--- src/rtl/bitblade_acc.sv ---
// bitblade_acc: streaming multi-precision unsigned dot-product accumulator.
// Optional feature macro: BITBLADE_ACC_SAT_EN.
// When it is defined, the accumulator saturates and out_ovf flags the vector.
// When it is undefined, the accumulator wraps and out_ovf is held at 0.
module bitblade_acc #(
    parameter int ACC_W = 32,
    parameter int CNT_W = 16
) (
    input  logic             clk,
    input  logic             reset,
    input  logic             in_valid,
    output logic             in_ready,
    input  logic [1:0]       in_mode,
    input  logic [63:0]      in_a,
    input  logic [63:0]      in_b,
    input  logic             in_last,
    output logic             out_valid,
    input  logic             out_ready,
    output logic [ACC_W-1:0] out_data,
    output logic [CNT_W-1:0] out_count,
    output logic             out_err,
    output logic             out_ovf
);

    typedef enum logic [1:0] {RUN, HI, DRAIN, HOLD} state_t;

    state_t             r_state, w_next;
    logic               w_accept, w_clear;
    logic [17:0]        w_ps_lo, w_ps_hi;

    // latched high operand halves and last flag for the mode-2 second pass
    logic [31:0]        r_a_hi, r_b_hi;
    logic               r_last;

    // stage 1: partial sum with valid/last tags
    logic [17:0]        r_ps;
    logic               r_ps_vld, r_ps_last;

    // stage 2: accumulator and vector status
    logic [ACC_W-1:0]   r_acc;
    logic [CNT_W-1:0]   r_cnt;
    logic               r_err;

    function automatic logic [17:0] sum_4x8(input logic [31:0] a, input logic [31:0] b);
        logic [17:0] s;
        s = '0;
        for (int unsigned i = 0; i < 4; i++)
            s = s + {2'b00, 16'(a[8*i +: 8]) * 16'(b[8*i +: 8])};
        return s;
    endfunction

    function automatic logic [17:0] sum_16x4(input logic [63:0] a, input logic [63:0] b);
        logic [17:0] s;
        s = '0;
        for (int unsigned i = 0; i < 16; i++)
            s = s + {10'b0, 8'(a[4*i +: 4]) * 8'(b[4*i +: 4])};
        return s;
    endfunction

    assign w_accept = in_valid && (r_state == RUN);
    assign w_clear  = (r_state == HOLD) && out_ready;
    assign w_ps_hi  = sum_4x8(r_a_hi, r_b_hi);

    // first-pass partial sum selected by the beat's precision mode
    always_comb begin
        w_ps_lo = '0;
        case (in_mode)
            2'd0, 2'd2: w_ps_lo = sum_4x8(in_a[31:0], in_b[31:0]);
            2'd1:       w_ps_lo = sum_16x4(in_a, in_b);
            default:    w_ps_lo = '0;
        endcase
    end

    // state register
    always_ff @(posedge clk) begin
        if (reset) r_state <= RUN;
        else       r_state <= w_next;
    end

    // next-state and handshake outputs
    always_comb begin
        w_next    = r_state;
        in_ready  = 1'b0;
        out_valid = 1'b0;
        case (r_state)
            RUN: begin
                in_ready = 1'b1;
                if (w_accept) begin
                    if (in_mode == 2'd2) w_next = HI;
                    else if (in_last)    w_next = DRAIN;
                end
            end
            HI:      w_next = r_last ? DRAIN : RUN;
            DRAIN:   if (r_ps_vld && r_ps_last) w_next = HOLD;
            HOLD: begin
                out_valid = 1'b1;
                if (out_ready) w_next = RUN;
            end
            default: w_next = RUN;
        endcase
    end

    // operand latch for the deferred high pass
    always_ff @(posedge clk) begin
        if (reset) begin
            r_a_hi <= '0;
            r_b_hi <= '0;
            r_last <= 1'b0;
        end else if (w_accept) begin
            r_a_hi <= in_a[63:32];
            r_b_hi <= in_b[63:32];
            r_last <= in_last;
        end
    end

    // stage 1: register a partial sum from an accepted beat or the high pass
    always_ff @(posedge clk) begin
        if (reset) begin
            r_ps      <= '0;
            r_ps_vld  <= 1'b0;
            r_ps_last <= 1'b0;
        end else begin
            r_ps      <= (r_state == HI) ? w_ps_hi : w_ps_lo;
            r_ps_vld  <= w_accept || (r_state == HI);
            r_ps_last <= (w_accept && in_last && (in_mode != 2'd2)) ||
                         ((r_state == HI) && r_last);
        end
    end

`ifdef BITBLADE_ACC_SAT_EN
    logic [ACC_W:0] w_sum;
    logic           r_ovf;
    assign w_sum   = {1'b0, r_acc} + (ACC_W+1)'(r_ps);
    assign out_ovf = r_ovf;

    // stage 2: saturating accumulate; clamp sticks once reached
    always_ff @(posedge clk) begin
        if (reset || w_clear) begin
            r_acc <= '0;
            r_ovf <= 1'b0;
        end else if (r_ps_vld) begin
            if (w_sum[ACC_W]) begin
                r_acc <= '1;
                r_ovf <= 1'b1;
            end else begin
                r_acc <= w_sum[ACC_W-1:0];
            end
        end
    end
`else
    assign out_ovf = 1'b0;

    // stage 2: wrapping accumulate
    always_ff @(posedge clk) begin
        if (reset || w_clear)  r_acc <= '0;
        else if (r_ps_vld)     r_acc <= r_acc + ACC_W'(r_ps);
    end
`endif

    // beat counter (saturating) and reserved-mode error flag
    always_ff @(posedge clk) begin
        if (reset || w_clear) begin
            r_cnt <= '0;
            r_err <= 1'b0;
        end else if (w_accept) begin
            if (r_cnt != '1) r_cnt <= r_cnt + CNT_W'(1);
            if (in_mode == 2'd3) r_err <= 1'b1;
        end
    end

    assign out_data  = r_acc;
    assign out_count = r_cnt;
    assign out_err   = r_err;

endmodule

--- config.mk ---
export PLATFORM = sky130hd
export DESIGN_NAME = bitblade_acc
export DESIGN_NICKNAME = d
export VERILOG_FILES = /design/src/rtl/bitblade_acc.sv
export SDC_FILE = /design/constraint.sdc
export NUM_CORES = 2
export LEC_CHECK = 0
export CAP_MARGIN = 25
export CELL_PAD_IN_SITES_DETAIL_PLACEMENT = 0
export CELL_PAD_IN_SITES_GLOBAL_PLACEMENT = 1
export CORE_MARGIN = 4
export CORE_UTILIZATION = 25
export DETAILED_ROUTE_END_ITERATION = 10
export PLACE_DENSITY_LB_ADDON = 0.1
export SYNTH_ARGS = -nofsm -noshare
export SYNTH_HDL_FRONTEND = slang
export SYNTH_SLANG_ARGS = --single-unit
export TNS_END_PERCENT = 10
--- constraint.sdc ---
create_clock -name clk -period 6.8 [get_ports clk]
set_input_delay 0.68 -clock clk [delete_from_list [all_inputs] [get_ports clk]]
set_output_delay 0.68 -clock clk [all_outputs]
set_load 0.05 [all_outputs]
# Yosys cells after proc, flatten, opt, wreduce, memory -nomap -nowiden
# Cells that the tools add are included.
# Widths: inputs -> output; s select.
# word_totals
in_bits,135
reg_bits,136
# classes
n_mul,24
n_eq_ne,12
n_addsub,23
n_reduce_logical,15
muxes,11
# op_table
op,count
$mul 4x4->8,16
$mul 8x8->16,8
$add 18x8->18,5
$add 17x16->18,2
$add 18x16->18,2
$pmux 18 s2,1
$add 16x16->17,2
$add 32x18->32,1
$add 17x8->18,1
$mux 18,1
$add 16x8->17,1
$add 15x8->16,1
$add 16x1->16 const B,1
$ne 16x16->1 const B,1
$add 14x8->15,1
$add 13x8->14,1
$add 12x8->13,1
$add 11x8->12,1
$mux 2,6
$add 10x8->11,1
$add 9x8->10,1
$add 8x8->9,1
$eq 2x2->1 const B,4
$ne 2x2->1 const B,4
10 further kinds,21

# Depth between registers and ports, before layout
# depth
depth_word,18
depth_mapped,26

# Least setup slack after synthesis
# Ideal clock, no wire load.
# synth_path
path_type,input to register
start,input port in_b[1]
end,register r_ps[9]
slack_ns,-0.679
cell_stages,23
required_time_ns,6.668
arrival_ns,7.347
path_cell_list,and2_1 -> fa_1 -> fa_1 -> fa_1 -> fa_1 -> inv_1 -> fa_1 -> fa_1 -> inv_1 -> fa_1 -> inv_1 -> fa_1 -> fa_1 -> fa_1 -> inv_1 -> ha_1 -> nor2b_1 -> o31a_1 -> nor3b_1 -> nor2_1 -> xor2_1 -> a22oi_1 -> a21oi_1
# synth_via
elab_chain_cells,18
# synth_rtl
item,line,source
start: declaration,15,"input logic [63:0] in_b,"
$mul 4x4->8,56,"s = s + {10'b0, 8'(a[4*i +: 4]) * 8'(b[4*i +: 4])};"
$add 8x8->9,56,
$add 9x8->10,56,
$add 10x8->11,56,
$add 11x8->12,56,
$add 12x8->13,56,
$add 13x8->14,56,
$add 14x8->15,56,
$add 15x8->16,56,
$add 16x8->17,56,
$add 17x8->18,56,
$add 18x8->18 (5 in series),56,
$pmux 18 s2 *,67,case (in_mode)
$mux 18 *,123,r_ps <= (r_state == HI) ? w_ps_hi : w_ps_lo;
end signal: assignment,123,
end: declaration,36,logic [17:0] r_ps;
# Mark *: on every way between the ends. The rest lies on a longest branch, timed or not.
# A chain may end at the register's enable or synchronous reset.

# Worst setup path in the final report
# layout_path
start,input port in_a[44]
end,register r_ps[7]
# layout_via
elab_chain_cells,8
# layout_rtl
item,line,source
start: declaration,14,"input logic [63:0] in_a,"
$mul 4x4->8,56,
$add 18x8->18 (5 in series),56,
$pmux 18 s2,67,
$mux 18,123,
# No other way between the ends.

==> Implementation_results.wiki <==
{| class="wikitable"
! Metric !! Value
|-
| Site Rows || 132
|-
| Worst slew slack as a fraction of its limit || 38.8%
|-
| # Max-Cap Violations || 0
|-
| GRT Resource Usage Total || 17.6%
|-
| Via count of the first global-routing pass || 26700
|-
| Slowest cell delay on critical path || 0.58 ns
|-
| Classification of the worst setup path || in2reg
|-
| Data required time of the worst path || 7.13 ns
|-
| Final Cycle Share || 114%
|-
| Maximum fanout along the worst path || 3
|-
| Netlist cell types || 66
|-
| Netlist area before placement || 32500 um2
|-
| Number of synthesized register bits || 136
|-
| Final critical-path required period || 7.74 ns
|-
| Area added between synthesis and finish || 24.3%
|-
| Warnings from Yosys || 0
|-
| Ys flop type || dfxtp_1
|-
| Violations in the final reports || negative setup slack
|-
| Vias after detailed routing || 24300
|-
| Worst min path class || reg2reg
|-
| Adder-cell area share of the yosys netlist || 57.2%
|-
| Ratio of routed vias to standard cells || 4.11
|-
| Fraction of final layout cells sized beyond drive strength 1 || 13.2%
|-
| Area of the multi-input gates || 26200 um2
|-
| Placeable core area || 129000 um2
|-
| Most common cell after layout, fill and taps aside || inv_1
|-
| Setup Buffers After CTS || 0
|-
| WP buf/inv || 6
|-
| Xor/xnor cell area share of the yosys netlist || 1.83%
|-
| Number of nets produced by synthesis || 4803
|-
| Violation count after the first detailed-routing iteration || 1026
|-
| Simple-gate share of the synthesized area || 15.3%
|-
| Clock transition at path regs || 0.07 ns
|-
| Number of enable-type register cells in the synthesized netlist || 0
|-
| Crit path max-delay cell type || fa_1
|-
| Share of cell area taken by muxes after synthesis || 0.554%
|-
| Mean post-synth cell area || 9.07 um2
|-
| Sequential Area || 2730 um2
|-
| Mapped Cells || 3586
|-
| Final TNS setup || -8.44 ns
|-
| Average detailed-routed wire length per instance || 19.8 um
|-
| Max H-tree Level || 4
|-
| Count of port buffers added during placement || 185
|-
| Clock root buffer || clkbuf_16
|-
| Fmax || 129 MHz
|-
| Worst-case clock skew || 0.0169 ns
|-
| Initial core utilization || 25.1%
|-
| Synth Area in Compound Gates || 4.98%
|-
| Worst path top cell family by delay || adder cells
|-
| Crit path capture type || flip-flop
|-
| Number of failing hold endpoints at the final stage || 0
|-
| First-pass GRT wire length || 176000 um
|-
| Routability-driven placement congestion ratio || 0.847
|-
| Number of fill cells in the layout || 13900
|-
| Height of the chip || 369 um
|-
| Cell Count, Final, Fillers Out || 5910
|-
| Final Slew Violations || 0
|-
| Chip width || 369 um
|-
| Most used cells in the layout excluding fill and tap cells || inv_1 (925), fa_1 (660), nand2_1 (482)
|-
| Actual transition at the worst max-transition pin || 0.918 ns
|-
| Share of flip-flops with an asynchronous set or reset after synthesis || 0%
|-
| Largest family of logic cells by synthesized area || adder cells
|-
| Final wirelength || 117000 um
|-
| Startpoint type of the worst setup path || input pin
|-
| Post-route antenna net violation count || 0
|-
| GR Overflow Total || 0
|-
| Residual DRC count || 0
|-
| Iteration count of the initial detailed-routing pass || 6
|-
| Register area share after synthesis || 8.37%
|-
| RSZ-0062 raised after global routing || yes
|-
| CTS Hold Buffers Added || 0
|-
| Buffers from clock root to sink, at most || 2
|-
| Count of clock tree sinks || 136
|-
| Full die area || 136000 um2
|-
| Result of the run || finished with violations
|-
| Half-perimeter wire length after detailed placement || 107000 um
|-
| Critical path data arrival time || 8.07 ns
|-
| Worst path most repeated cell || fa_1
|-
| Share of the core filled with cells || 31.2%
|-
| Worst-skew pair later-pin latency || 0.49 ns
|-
| I/O Pins || 187
|-
| Total setup violations reported at the end of the flow || 16
|-
| TritonCTS clock tree || yes
|-
| Final Worst Setup Slack || -0.940 ns
|-
| Placed Instances || 5874
|-
| TritonCTS buffer count || 17
|-
| Maximum number of pins on one net before global-route repair || 73
|-
| Final layout net count || 5368
|-
| Antenna violations before repair || 6
|}
path summary, 6_finish.rpt:
kind / startpoint / to / slack, ns / cells past startpoint
hold reg to reg: r_last$_SDFFE_PP0P_ / r_last$_SDFFE_PP0P_ / 0.49 / 2
hold / removal: r_last$_SDFFE_PP0P_ / r_last$_SDFFE_PP0P_ / 0.49 / 2
setup / recovery: in_a[44] / r_ps[7]$_SDFF_PP0_ / -0.94 / 25
setup reg to reg: r_b_hi[24]$_SDFFE_PP0P_ / r_ps[14]$_SDFF_PP0_ / -0.09 / 22
synth_stat cells (3+ instances only):
master    instances  share of area, %
buf_2            10              0.15
a21oi_2           4              0.11
o22ai_1           5             0.096
and4_1            4              0.11
inv_1           926                11
and3_1           11              0.21
buf_1             6             0.069
nand4_1           5             0.096
and2_1          348               6.7
nor2_1           84              0.97
o21ai_1           4             0.062
a21o_1           21              0.48
a211oi_1         16              0.37
ha_1            407                16
o21a_1           10              0.23
mux2i_1          18              0.55
xnor2_1          40               1.1
nor2b_1           8              0.15
fa_1            675                42
a21oi_1         109               1.7
a221oi_1          9              0.24
a31oi_1           9              0.17
dfxtp_1         136               8.4
and3_4            3              0.10
xor2_1           28              0.75
o21ai_0          25              0.38
nor3b_1           3             0.069
nand2_1         484               5.6
nand2b_1         14              0.27
clkbuf_1         66              0.76
nand3_1          23              0.35
nor3_1           21              0.32
o211ai_1          5              0.12
sequential cells by signal, summed over array words and instances, names as in the netlist:
register   cells
r_ps_last      1
out_data      32
r_ps          18
r_a_hi        32
r_last         1
r_b_hi        32
r_ps_vld       1
r_state        2
out_err        1
out_count     16
what timing repair did:
item | CTS | global route
gates resized for setup | 70 | 5
pin swaps | 21 | 3
endpoints found under the setup margin | 16 | 16
cell families after synthesis:
family	Yosys count
simple gates	1023
xor+xnor	68
buf+inv	1010
fa+ha+maj	1082
other cells	1
compound gates	248
mux	18
flops	136
metrics by stage:
stage / instance area (um2) / setup WS (ns) / hold slack (ns)
after global placement: 39700 / -1.66 / 0.466
after floorplan: 32500 / -0.606 / 0.449
after global routing: 40400 / -1.19 / 0.502
final: 40400 / -0.940 / 0.489
after detailed placement: 39700 / -1.66 / 0.480
after CTS: 40400 / -0.883 / 0.459
per-layer routing:
layer  part of all wire, %  GRT usage (%)  vias to the layer above
met2                    46           28.3                      305
met1                    50           25.8                    12100
li1                      -              -                    11800
met5                 0.022              0                        -
met4                  0.94           2.39                        4
met3                   3.2           2.33                       50
tightest hold or removal path, cell delays in order, from the launching register on:
cell     delay [ns]
dfxtp_1        0.33
nand2_1        0.06
a21oi_1        0.06
final cells by class:
cell class / count / share of cell area (%)
inverters: 927 / 8.61
flip-flops and latches: 136 / 6.75
diodes: 4 / 0.0248
multi-input cells: 2440 / 64.8
clock buffers: 18 / 1.09
clock inverters: 14 / 0.316
repair buffers: 629 / 13.1
well taps: 1742 / 5.39
Power is not shown: default switching activity piles up to over one toggle a cycle in this logic, so the estimate is an artifact.
